==> src/rtl/rv32i_types.sv <==
// rtl/rv32i_types.sv - shared RV32I datapath types for the writeback stage
// Purpose: word/register typedefs, the bundle record carried through the
//          writeback skid buffer, and the per-lane regfile write port record.
// Ports:   none (package).
package rv32i_types;

    localparam int LANES_MAX = 4;

    typedef logic [31:0] rv32i_word;
    typedef logic [4:0]  rv32i_reg;

    // Sized for LANES_MAX so one type serves every LANES build; unused lanes
    // stay zero.
    typedef struct packed {
        logic      [LANES_MAX-1:0] lane_vld;
        rv32i_word [LANES_MAX-1:0] pc;
        rv32i_word [LANES_MAX-1:0] ir;
        logic      [LANES_MAX-1:0] ld_rf;
        rv32i_word [LANES_MAX-1:0] rd_data;
    } wb_bundle_t;

    typedef struct packed {
        logic      we;
        rv32i_reg  rd;
        rv32i_word wdata;
    } wb_rf_port_t;

endpackage

==> src/rtl/wb_skid_buf.sv <==
// rtl/wb_skid_buf.sv - generic small FIFO with registered push-ready
// Purpose: holds up to DEPTH items in arrival order; push-ready is a flop so
//          the upstream never sees a combinational path from the pop side.
// Ports:   clk, rst_n (async active-low)
//          i_push_valid / o_push_ready / i_push_data : producer side
//          i_pop / o_pop_valid / o_pop_data          : consumer side (head)
module wb_skid_buf #(
    parameter type T     = logic [7:0],
    parameter int  DEPTH = 2
) (
    input  logic clk,
    input  logic rst_n,
    input  logic i_push_valid,
    output logic o_push_ready,
    input  T     i_push_data,
    input  logic i_pop,
    output logic o_pop_valid,
    output T     o_pop_data
);

    localparam int PW = (DEPTH > 1) ? $clog2(DEPTH) : 1;
    localparam int CW = $clog2(DEPTH + 1);

    logic [PW-1:0] r_wr_ptr;
    logic [PW-1:0] r_rd_ptr;
    logic [CW-1:0] r_count;
    logic          r_ready;
    T              r_mem [DEPTH];

    logic          w_push;
    logic          w_pop;
    logic [CW-1:0] w_count_nxt;

    function automatic logic [PW-1:0] next_ptr(input logic [PW-1:0] p);
        if (p == PW'(DEPTH - 1)) begin
            return '0;
        end
        return p + 1'b1;
    endfunction

    assign w_push      = i_push_valid && r_ready;
    assign w_pop       = i_pop && (r_count != '0);
    assign w_count_nxt = r_count + CW'(w_push) - CW'(w_pop);

    assign o_push_ready = r_ready;
    assign o_pop_valid  = (r_count != '0);
    assign o_pop_data   = r_mem[r_rd_ptr];

    always_ff @(posedge clk or negedge rst_n) begin
        if (!rst_n) begin
            r_wr_ptr <= '0;
            r_rd_ptr <= '0;
            r_count  <= '0;
            r_ready  <= 1'b1;
        end else begin
            if (w_push) begin
                r_wr_ptr <= next_ptr(r_wr_ptr);
            end
            if (w_pop) begin
                r_rd_ptr <= next_ptr(r_rd_ptr);
            end
            r_count <= w_count_nxt;
            // Ready for next cycle follows the occupancy we are about to have.
            r_ready <= (w_count_nxt < CW'(DEPTH));
        end
    end

    // Storage carries no reset: occupancy alone decides what is valid.
    always_ff @(posedge clk) begin
        if (w_push) begin
            r_mem[r_wr_ptr] <= i_push_data;
        end
    end

endmodule

==> src/rtl/wb_stage_mlane.sv <==
// rtl/wb_stage_mlane.sv - multi-lane writeback stage with skid buffer and instret
// Purpose: accepts LANES-wide bundles from MEM, retires one bundle per cycle
//          into LANES regfile write ports (youngest lane wins on same rd),
//          mirrors them as a forwarding view, and counts retired instructions.
// Ports:   clk, rst_n (async active-low)
//          in_valid/in_ready, in_lane_vld, in_pc, in_ir, in_ld_rf, in_rd_data
//          stall                  : freezes retire, counters and outputs
//          rf_we/rf_rd/rf_wdata   : regfile write ports
//          fwd_vld/fwd_rd/fwd_data: forwarding view of the same ports
//          ret_pc                 : pc of youngest valid lane last retired
//          instret                : 64-bit retired-instruction count
module wb_stage_mlane
    import rv32i_types::*;
#(
    parameter int LANES = 2,
    parameter int XLEN  = 32
) (
    input  logic                  clk,
    input  logic                  rst_n,
    input  logic                  in_valid,
    output logic                  in_ready,
    input  logic [LANES-1:0]      in_lane_vld,
    input  logic [LANES*XLEN-1:0] in_pc,
    input  logic [LANES*XLEN-1:0] in_ir,
    input  logic [LANES-1:0]      in_ld_rf,
    input  logic [LANES*XLEN-1:0] in_rd_data,
    input  logic                  stall,
    output logic [LANES-1:0]      rf_we,
    output logic [LANES*5-1:0]    rf_rd,
    output logic [LANES*XLEN-1:0] rf_wdata,
    output logic [LANES-1:0]      fwd_vld,
    output logic [LANES*5-1:0]    fwd_rd,
    output logic [LANES*XLEN-1:0] fwd_data,
    output logic [XLEN-1:0]       ret_pc,
    output logic [63:0]           instret
);

    wb_bundle_t                    w_in_bundle;
    wb_bundle_t                    w_head;
    logic                          w_head_vld;
    logic                          w_pop;

    logic [LANES-1:0][4:0]         w_rd;
    logic [LANES-1:0]              w_cand;
    logic [LANES-1:0]              w_kill;
    logic [2:0]                    w_cnt;
    rv32i_word                     w_last_pc;

    wb_rf_port_t [LANES-1:0]       r_port;
    rv32i_word                     r_ret_pc;
    logic [63:0]                   r_instret;

    logic                          w_unused_ok;

    always_comb begin
        w_in_bundle = '0;
        for (int i = 0; i < LANES; i++) begin
            w_in_bundle.lane_vld[i] = in_lane_vld[i];
            w_in_bundle.ld_rf[i]    = in_ld_rf[i];
            w_in_bundle.pc[i]       = rv32i_word'(in_pc[i*XLEN +: XLEN]);
            w_in_bundle.ir[i]       = rv32i_word'(in_ir[i*XLEN +: XLEN]);
            w_in_bundle.rd_data[i]  = rv32i_word'(in_rd_data[i*XLEN +: XLEN]);
        end
    end

    wb_skid_buf #(
        .T     (wb_bundle_t),
        .DEPTH (2)
    ) u_skid (
        .clk          (clk),
        .rst_n        (rst_n),
        .i_push_valid (in_valid),
        .o_push_ready (in_ready),
        .i_push_data  (w_in_bundle),
        .i_pop        (w_pop),
        .o_pop_valid  (w_head_vld),
        .o_pop_data   (w_head)
    );

    assign w_pop = w_head_vld && !stall;

    // Write candidates, same-rd kill (an older lane loses to any younger lane
    // writing the same register), lane popcount and youngest valid pc.
    always_comb begin
        w_rd      = '0;
        w_cand    = '0;
        w_kill    = '0;
        w_cnt     = '0;
        w_last_pc = r_ret_pc;
        for (int i = 0; i < LANES; i++) begin
            w_rd[i]   = w_head.ir[i][11:7];
            w_cand[i] = w_head.lane_vld[i] && w_head.ld_rf[i] && (w_head.ir[i][11:7] != 5'd0);
        end
        for (int i = 0; i < LANES; i++) begin
            for (int j = 0; j < LANES; j++) begin
                if ((j > i) && w_cand[j] && (w_rd[j] == w_rd[i])) begin
                    w_kill[i] = 1'b1;
                end
            end
        end
        // Ascending scan so the highest-index valid lane is the one kept.
        for (int i = 0; i < LANES; i++) begin
            w_cnt = w_cnt + 3'(w_head.lane_vld[i]);
            if (w_head.lane_vld[i]) begin
                w_last_pc = w_head.pc[i];
            end
        end
    end

    always_ff @(posedge clk or negedge rst_n) begin
        if (!rst_n) begin
            r_port    <= '0;
            r_ret_pc  <= '0;
            r_instret <= '0;
        end else if (w_pop) begin
            for (int i = 0; i < LANES; i++) begin
                r_port[i].we    <= w_cand[i] && !w_kill[i];
                r_port[i].rd    <= w_rd[i];
                r_port[i].wdata <= w_head.rd_data[i];
            end
            r_ret_pc  <= w_last_pc;
            r_instret <= r_instret + 64'(w_cnt);
        end else begin
            // No retire: drop enables, keep rd/wdata as last shown.
            for (int i = 0; i < LANES; i++) begin
                r_port[i].we <= 1'b0;
            end
        end
    end

    always_comb begin
        rf_we    = '0;
        rf_rd    = '0;
        rf_wdata = '0;
        for (int i = 0; i < LANES; i++) begin
            rf_we[i]                 = r_port[i].we;
            rf_rd[i*5 +: 5]          = r_port[i].rd;
            rf_wdata[i*XLEN +: XLEN] = r_port[i].wdata[XLEN-1:0];
        end
    end

    assign fwd_vld  = rf_we;
    assign fwd_rd   = rf_rd;
    assign fwd_data = rf_wdata;
    assign ret_pc   = r_ret_pc[XLEN-1:0];
    assign instret  = r_instret;

    // Lanes above LANES and ir bits other than rd are carried but not consumed.
    assign w_unused_ok = ^{w_head, r_port, r_ret_pc};

endmodule

==> config.mk <==
export PLATFORM = sky130hd
export DESIGN_NAME = wb_stage_mlane
export DESIGN_NICKNAME = d
export VERILOG_FILES = /design/src/rtl/rv32i_types.sv /design/src/rtl/wb_skid_buf.sv /design/src/rtl/wb_stage_mlane.sv
export SDC_FILE = /design/constraint.sdc
export NUM_CORES = 1
export LEC_CHECK = 0
export ABC_AREA = 1
export ABC_CLOCK_PERIOD_IN_PS = 7300
export BUFFER_PORTS_ARGS = -buffer_cell sky130_fd_sc_hd__buf_4
export CAP_MARGIN = 25
export CORE_UTILIZATION = 25
export DETAILED_ROUTE_END_ITERATION = 8
export PLACE_DENSITY_LB_ADDON = 0.15
export SYNTH_ARGS = -nofsm -noshare
export SYNTH_HDL_FRONTEND = slang
export SYNTH_SLANG_ARGS = --single-unit
==> constraint.sdc <==
create_clock -name clk -period 7.3 [get_ports clk]
set_input_delay 1.095 -clock clk [delete_from_list [all_inputs] [get_ports clk]]
set_output_delay 1.095 -clock clk [all_outputs]
set_load 0.02 [all_outputs]
Word-level counts from Yosys, hierarchy flattened
Memories as Yosys holds them, arrays and structs flattened. Index checks and enable logic that the tools add are counted.

Input port bits: 200. Output and inout port bits: 249. Bits in writable memories: 392. Memory bits (read-only): 0. Bits in latches: 0. Flip-flop bits (word level): 177. Logic and storage cells: 52. Memories kept: 1.

Shift-type cells: 0. Divide/modulo/power cells: 0. Equality and inequality tests: 1. Reductions and logical operators: 16. $lt $le $gt $ge: 1. Muxes and demuxes: 15. Bitwise operators: 0. $add $sub $neg: 6. Multipliers: 0.

Memory list: u_skid.r_mem (words 2, bits a word 196, read ports 1, clocked after Yosys merged registers in 0, wr ports 1, line wb_skid_buf.sv:28) `T r_mem [DEPTH];`.

Operators by type and width (count): adder 64 x 2 -> 64 bit (1); two-way mux 32 bit (2); two-way mux 1 bit (13); nonzero test 5 bit (2); logical AND 1 bit (9); == test 5 bit (1); nonzero test 2 bit (2); adder 1 bit, second input constant (2); adder 1 x 1 -> 2 bit (1); adder 2 x 1 -> 2 bit (1); zero test 1 bit (2); < comparator 2 bit, second input constant (1); AND reduction 2 bit (1); subtractor 2 x 1 -> 2 bit (1).

Longest topological paths before layout
An unclocked memory read counts as a cell.

Depth in word-level cells: 8. Depth in mapped cells: 17. Mapped depth without buffers: 16.

Modules after synthesis
Synthesis repeated with hierarchy kept, for this count alone.

Cells, all modules: 3172. Area total of the unflattened synthesis: 37757.5 µm².

Modules (own cells, without submodules): wb_skid_buf (instances 1, cells each 2079, sequential area each 23669.0 µm², area each 28916.5 µm²); wb_stage_mlane (instances 1, cells each 1093, sequential area each 4304.1 µm², area each 8841.0 µm²).

Worst setup path after synthesis
No wires, ideal clock.

Kind: input to register. From: in in_valid. To: mem u_skid.r_mem[0][0] (netlist bit), enable pin. Cell stages on the path: 2. Library setup time: 0.645 ns. Data arrival time: 7.101 ns. Path slack: -0.446 ns. Required time: 6.655 ns. Path buffers: 0. Path through: nand2_1 nor2_1.

Cells in the longest elaborated chain, start to end: 3.

RTL lines: from (decl) (line wb_stage_mlane.sv:20) `input logic in_valid,`; logical AND 1 bit (line wb_skid_buf.sv:41) `assign w_push = i_push_valid && r_ready;`; two-way mux 1 bit (line wb_skid_buf.sv:70) `if (w_push) begin`; two-way mux 1 bit (implied by the code) (line wb_skid_buf.sv:71) `r_mem[r_wr_ptr] <= i_push_data;`; to (decl) (line wb_skid_buf.sv:28).

Every way passes these cells.

Worst setup path after layout
From: reg u_skid.r_rd_ptr. To: reg r_instret[60], in the netlist instret[60].

Cells in the longest elaborated chain, start to end: 3.

RTL lines: from (decl) (line wb_skid_buf.sv:25) `logic [PW-1:0] r_rd_ptr;`; from (signal assigned) (line wb_skid_buf.sv:60) `r_rd_ptr <= next_ptr(r_rd_ptr);`; memory read (2 x 196 bit); adder 1 x 1 -> 2 bit (line wb_stage_mlane.sv:103) `w_cnt = w_cnt + 3'(w_head.lane_vld[i]);`; adder 64 x 2 -> 64 bit (line wb_stage_mlane.sv:122) `r_instret <= r_instret + 64'(w_cnt);`; to (signal assigned) (line wb_stage_mlane.sv:122); to (decl) (line wb_stage_mlane.sv:51) `logic [63:0] r_instret;`.

Every way passes these cells. A chain may end at the register's enable or synchronous reset.

==> run_results.csv <==
group,metric,value,unit
placement,dp_hpwl,34460,um
setup_path,path_max_fanout,71,
cells_and_area,diodes,0,
cells_and_area,area_growth,27.49,%
drt,routedWlPerCell,17.46,um
cts,clk_latency,620,ps
drt,drc,0,
drt,drtAntennaViolNets,0,
power,power_frac_comb,33.0,%
cts,hold_buffers,0,
cells_and_area,nFillCells,7613,
power,pwr_density_cell,404.3,nW/um2
cells_and_area,nNetsFinal,2243,
run,maxCapViolations,0,
floorplanning,die_area,77240,um2
synth,yosys_warnings,0,
worst_hold_path,hold_depth,2,
cells_and_area,final_area,24270,um2
floorplanning,dieHeight,277.9,um
power,power.share.sequential,39.6,%
timing,max-slew-margin-rel,34.06,%
timing,fin_ws,3014,ps
cts,cts_tree,"done",
cells_and_area,drive_above_1_share,26.25,%
drt,via_per_inst,4.218,
synth,synth_top_area_share,44.81,%
power,leakage,9.792,nW
global_route,grt_util_met2,23.15,%
drt,dr_total_vias,12880,
drt,dr.pass1.iters,5,
global_route,antenna_found_initial,7,
synth,synthCells,1714,
synth,ys_types,41,
synth,synth_area_leaders,"edfxtp_1 45%, dfrtp_1 23%, nand2_1 9.4%, nor2_1 3.6%, buf_4 3.3%",
synth,yosysMostFrequentCell,"nand2_1",
global_route,grt_overflow_total,0,
timing,fin_crit_sh,58.72,%
synth,synth.largest_area_cell,"edfxtp_1",
cts,cts_buffer_depth,3,
cts,cts_root_buffer,"clkbuf_16",
synth,ys_ff_latch,461,
timing,worst_pin_slew,989.1,ps
cts,cts_buffers,54,
placement,gp_congestion,0.8430,
timing,rsz0062_at_grt,"false",
synth,synth_ff_type,"edfxtp_1",
synth,ys_seq_area_share,68.08,%
global_route,grt_max_degree,127,
cts,htreeDepth,2,
global_route,grtUsageMet3,4.506,%
floorplanning,start_util,25.40,%
timing,fin_skew,23.29,ps
floorplanning,die_w,277.9,um
power,p_int,6.213,mW
drt,drt-initial-drc-count,707,
cts,cts_setup_buffers,0,
setup_path,cp_slowest_cell,"dfrtp_4",
power,p_sw_share,36.68,%
setup_path,cp-start-kind,"flop",
synth,synth_enable_flop_cells,284,
placement,preCtsSetupSlack,2748,ps
cts,cts_resized,0,
global_route,grt_use_met1,16.50,%
cts,clkSinkCount,461,
setup_path,criticalPathCategory,"flop to flop",
timing,slew_violations,0,
floorplanning,rows,100,
timing,finalSetupViolations,0,
power,ir_drop,187.3,uV
status,status,"completed",
global_route,gr-max-usage-layer,"met2",
global_route,grt_pass1_wl,80480,um
synth,synth_nets,1918,
setup_path,crit_path_cell_trace,"inv_4 -> nand2_1 -> nand2_2 -> buf_4 -> fa_1 -> ha_1 -> inv_1 -> nor2_4 -> nand2_1 -> nor2_1 -> nand2_1 -> nor2_2 -> nand3_1 -> nand2_1 -> nand2_1",
setup_path,end_kind,"flop",
timing,finalHoldViolations,0,
setup_path,ff2ff_path_depth,15,
setup_path,worst_path_largest_cell_delay,710,ps
power,p_sw,3.599,mW
timing,layout_min_cycle_time,4286,ps
global_route,grt_pass1_vias,12990,
placement,port_buffers,394,
setup_path,cpMostUsedCell,"nand2_1",
cts,clkTransAtPathRegs,60,ps
synth,syn_avg_cell_area,11.10,um2
worst_hold_path,min-delay-path-class,"flop to flop",
synth,synth.cell_area,19030,um2
placement,placed_area,22460,um2
drt,routed_wl,53290,um
synth,async_flop_share,38.39,%
floorplanning,coreArea,74950,um2
setup_path,worst_ep_required_time,7790,ps
setup_path,crit_arrival,4780,ps
floorplanning,ios,449,
global_route,grt_usage,13.64,%
power,power_frac_clock,27.4,%
timing,max_freq,233.3,MHz
synth,ys_top_cells_by_count,"475 x nand2_1, 284 x edfxtp_1, 185 x nor2_1, 176 x dfrtp_1, 83 x buf_4",
==> final cells by class <==
class	instances	area, um2	share of cell area, %
multi-input cells	1042	4932	20.33
clock buffers	72	1459	6.012
repair buffers	408	3134	12.92
inverters	72	272.8	1.124
flip-flops and latches	461	12960	53.42
clock inverters	29	292.8	1.207
well taps	969	1212	4.996
==> metrics by stage <==
stage	TNS [ps]	power (mW)	cells	util, %	hold WS, ps
2_1_floorplan	-126760	6.079	1714	-	510.3
6_report	0	9.812	3053	32.38	493.9
5_1_grt	0	10.44	3053	32.38	542.2
3_3_place_gp	0	7.241	2950	29.97	475.0
4_1_cts	0	10.02	3051	32.30	499.2
3_5_place_dp	0	7.272	2950	29.97	489.6
==> kinds of logic after synthesis <==
logic type | share of synthesized area (%)
simple gates | 17.91
flops | 68.08
buf+inv | 6.094
compound gates | 5.634
xor+xnor | 1.979
fa+ha+maj | 0.3024
==> layout by cell type (no fill, tap or decap), types with 9 or more instances in the layout <==
cell / synthesis / layout
clkbuf_1: 15 / 14
o21ai_0: 67 / 67
nor2_2: 13 / 13
a31oi_1: 66 / 66
nor2_1: 185 / 183
or2_2: 21 / 21
xnor2_1: 26 / 26
dfrtp_1: 176 / 175
nand3_1: 31 / 31
a21oi_1: 35 / 35
nand2_1: 475 / 474
nor3_1: 13 / 13
clkinv_1: 0 / 10
o21ai_1: 17 / 17
edfxtp_1: 284 / 284
inv_1: 71 / 71
clkbuf_16: 0 / 54
or2_0: 12 / 12
nand4_1: 21 / 21
buf_4: 83 / 403
clkinv_2: 0 / 9
xor2_1: 17 / 17
==> worst paths after layout <==
kind,start,endpoint,slack (ps)
max in group asynchronous,rst_n,fwd_data[9],5530
worst max register to register,u_skid.r_rd_ptr,instret[60],3010
worst min-delay path,instret[63],instret[63],490
worst min register to register,instret[63],instret[63],490
min in group asynchronous,rst_n,fwd_data[19],550
worst max-delay path,u_skid.r_rd_ptr,instret[60],3010
==> sequential cells by signal, summed over array words and instances, names as in the netlist <==
name,flops
u_skid.r_wr_ptr,1
fwd_rd,10
u_skid.r_rd_ptr,1
fwd_vld,2
u_skid.r_count,2
u_skid.r_mem,284
ret_pc,32
fwd_data,64
u_skid.o_push_ready,1
instret,64
==> layer usage <==
metal  vias up  share of wire, %  wire length, um
li1       6336                 -                -
met1      6158                42            22520
met2       288                48            25750
met3        83               7.3             3901
met4        14               1.9             1039
met5         -              0.16               85
==> worst max-delay path, delay by kind of cell (launching register included) <==
family / cells / cell delay, ps
buffers and inverters: 3 / 1330
AND/OR/NAND/NOR: 10 / 1460
adder cells (fa/ha/maj): 2 / 620
flip-flops: 1 / 710
==> power groups by stage <==
stage	clock (mW)	sequential, mW	combinational [mW]
2_1_floorplan	0	4.22	1.85
3_3_place_gp	0	3.93	3.31
3_5_place_dp	0	3.95	3.32
4_1_cts	2.79	3.91	3.32
5_1_grt	2.89	3.97	3.57
6_report	2.69	3.88	3.23
Power figures use the tool's default switching activity.
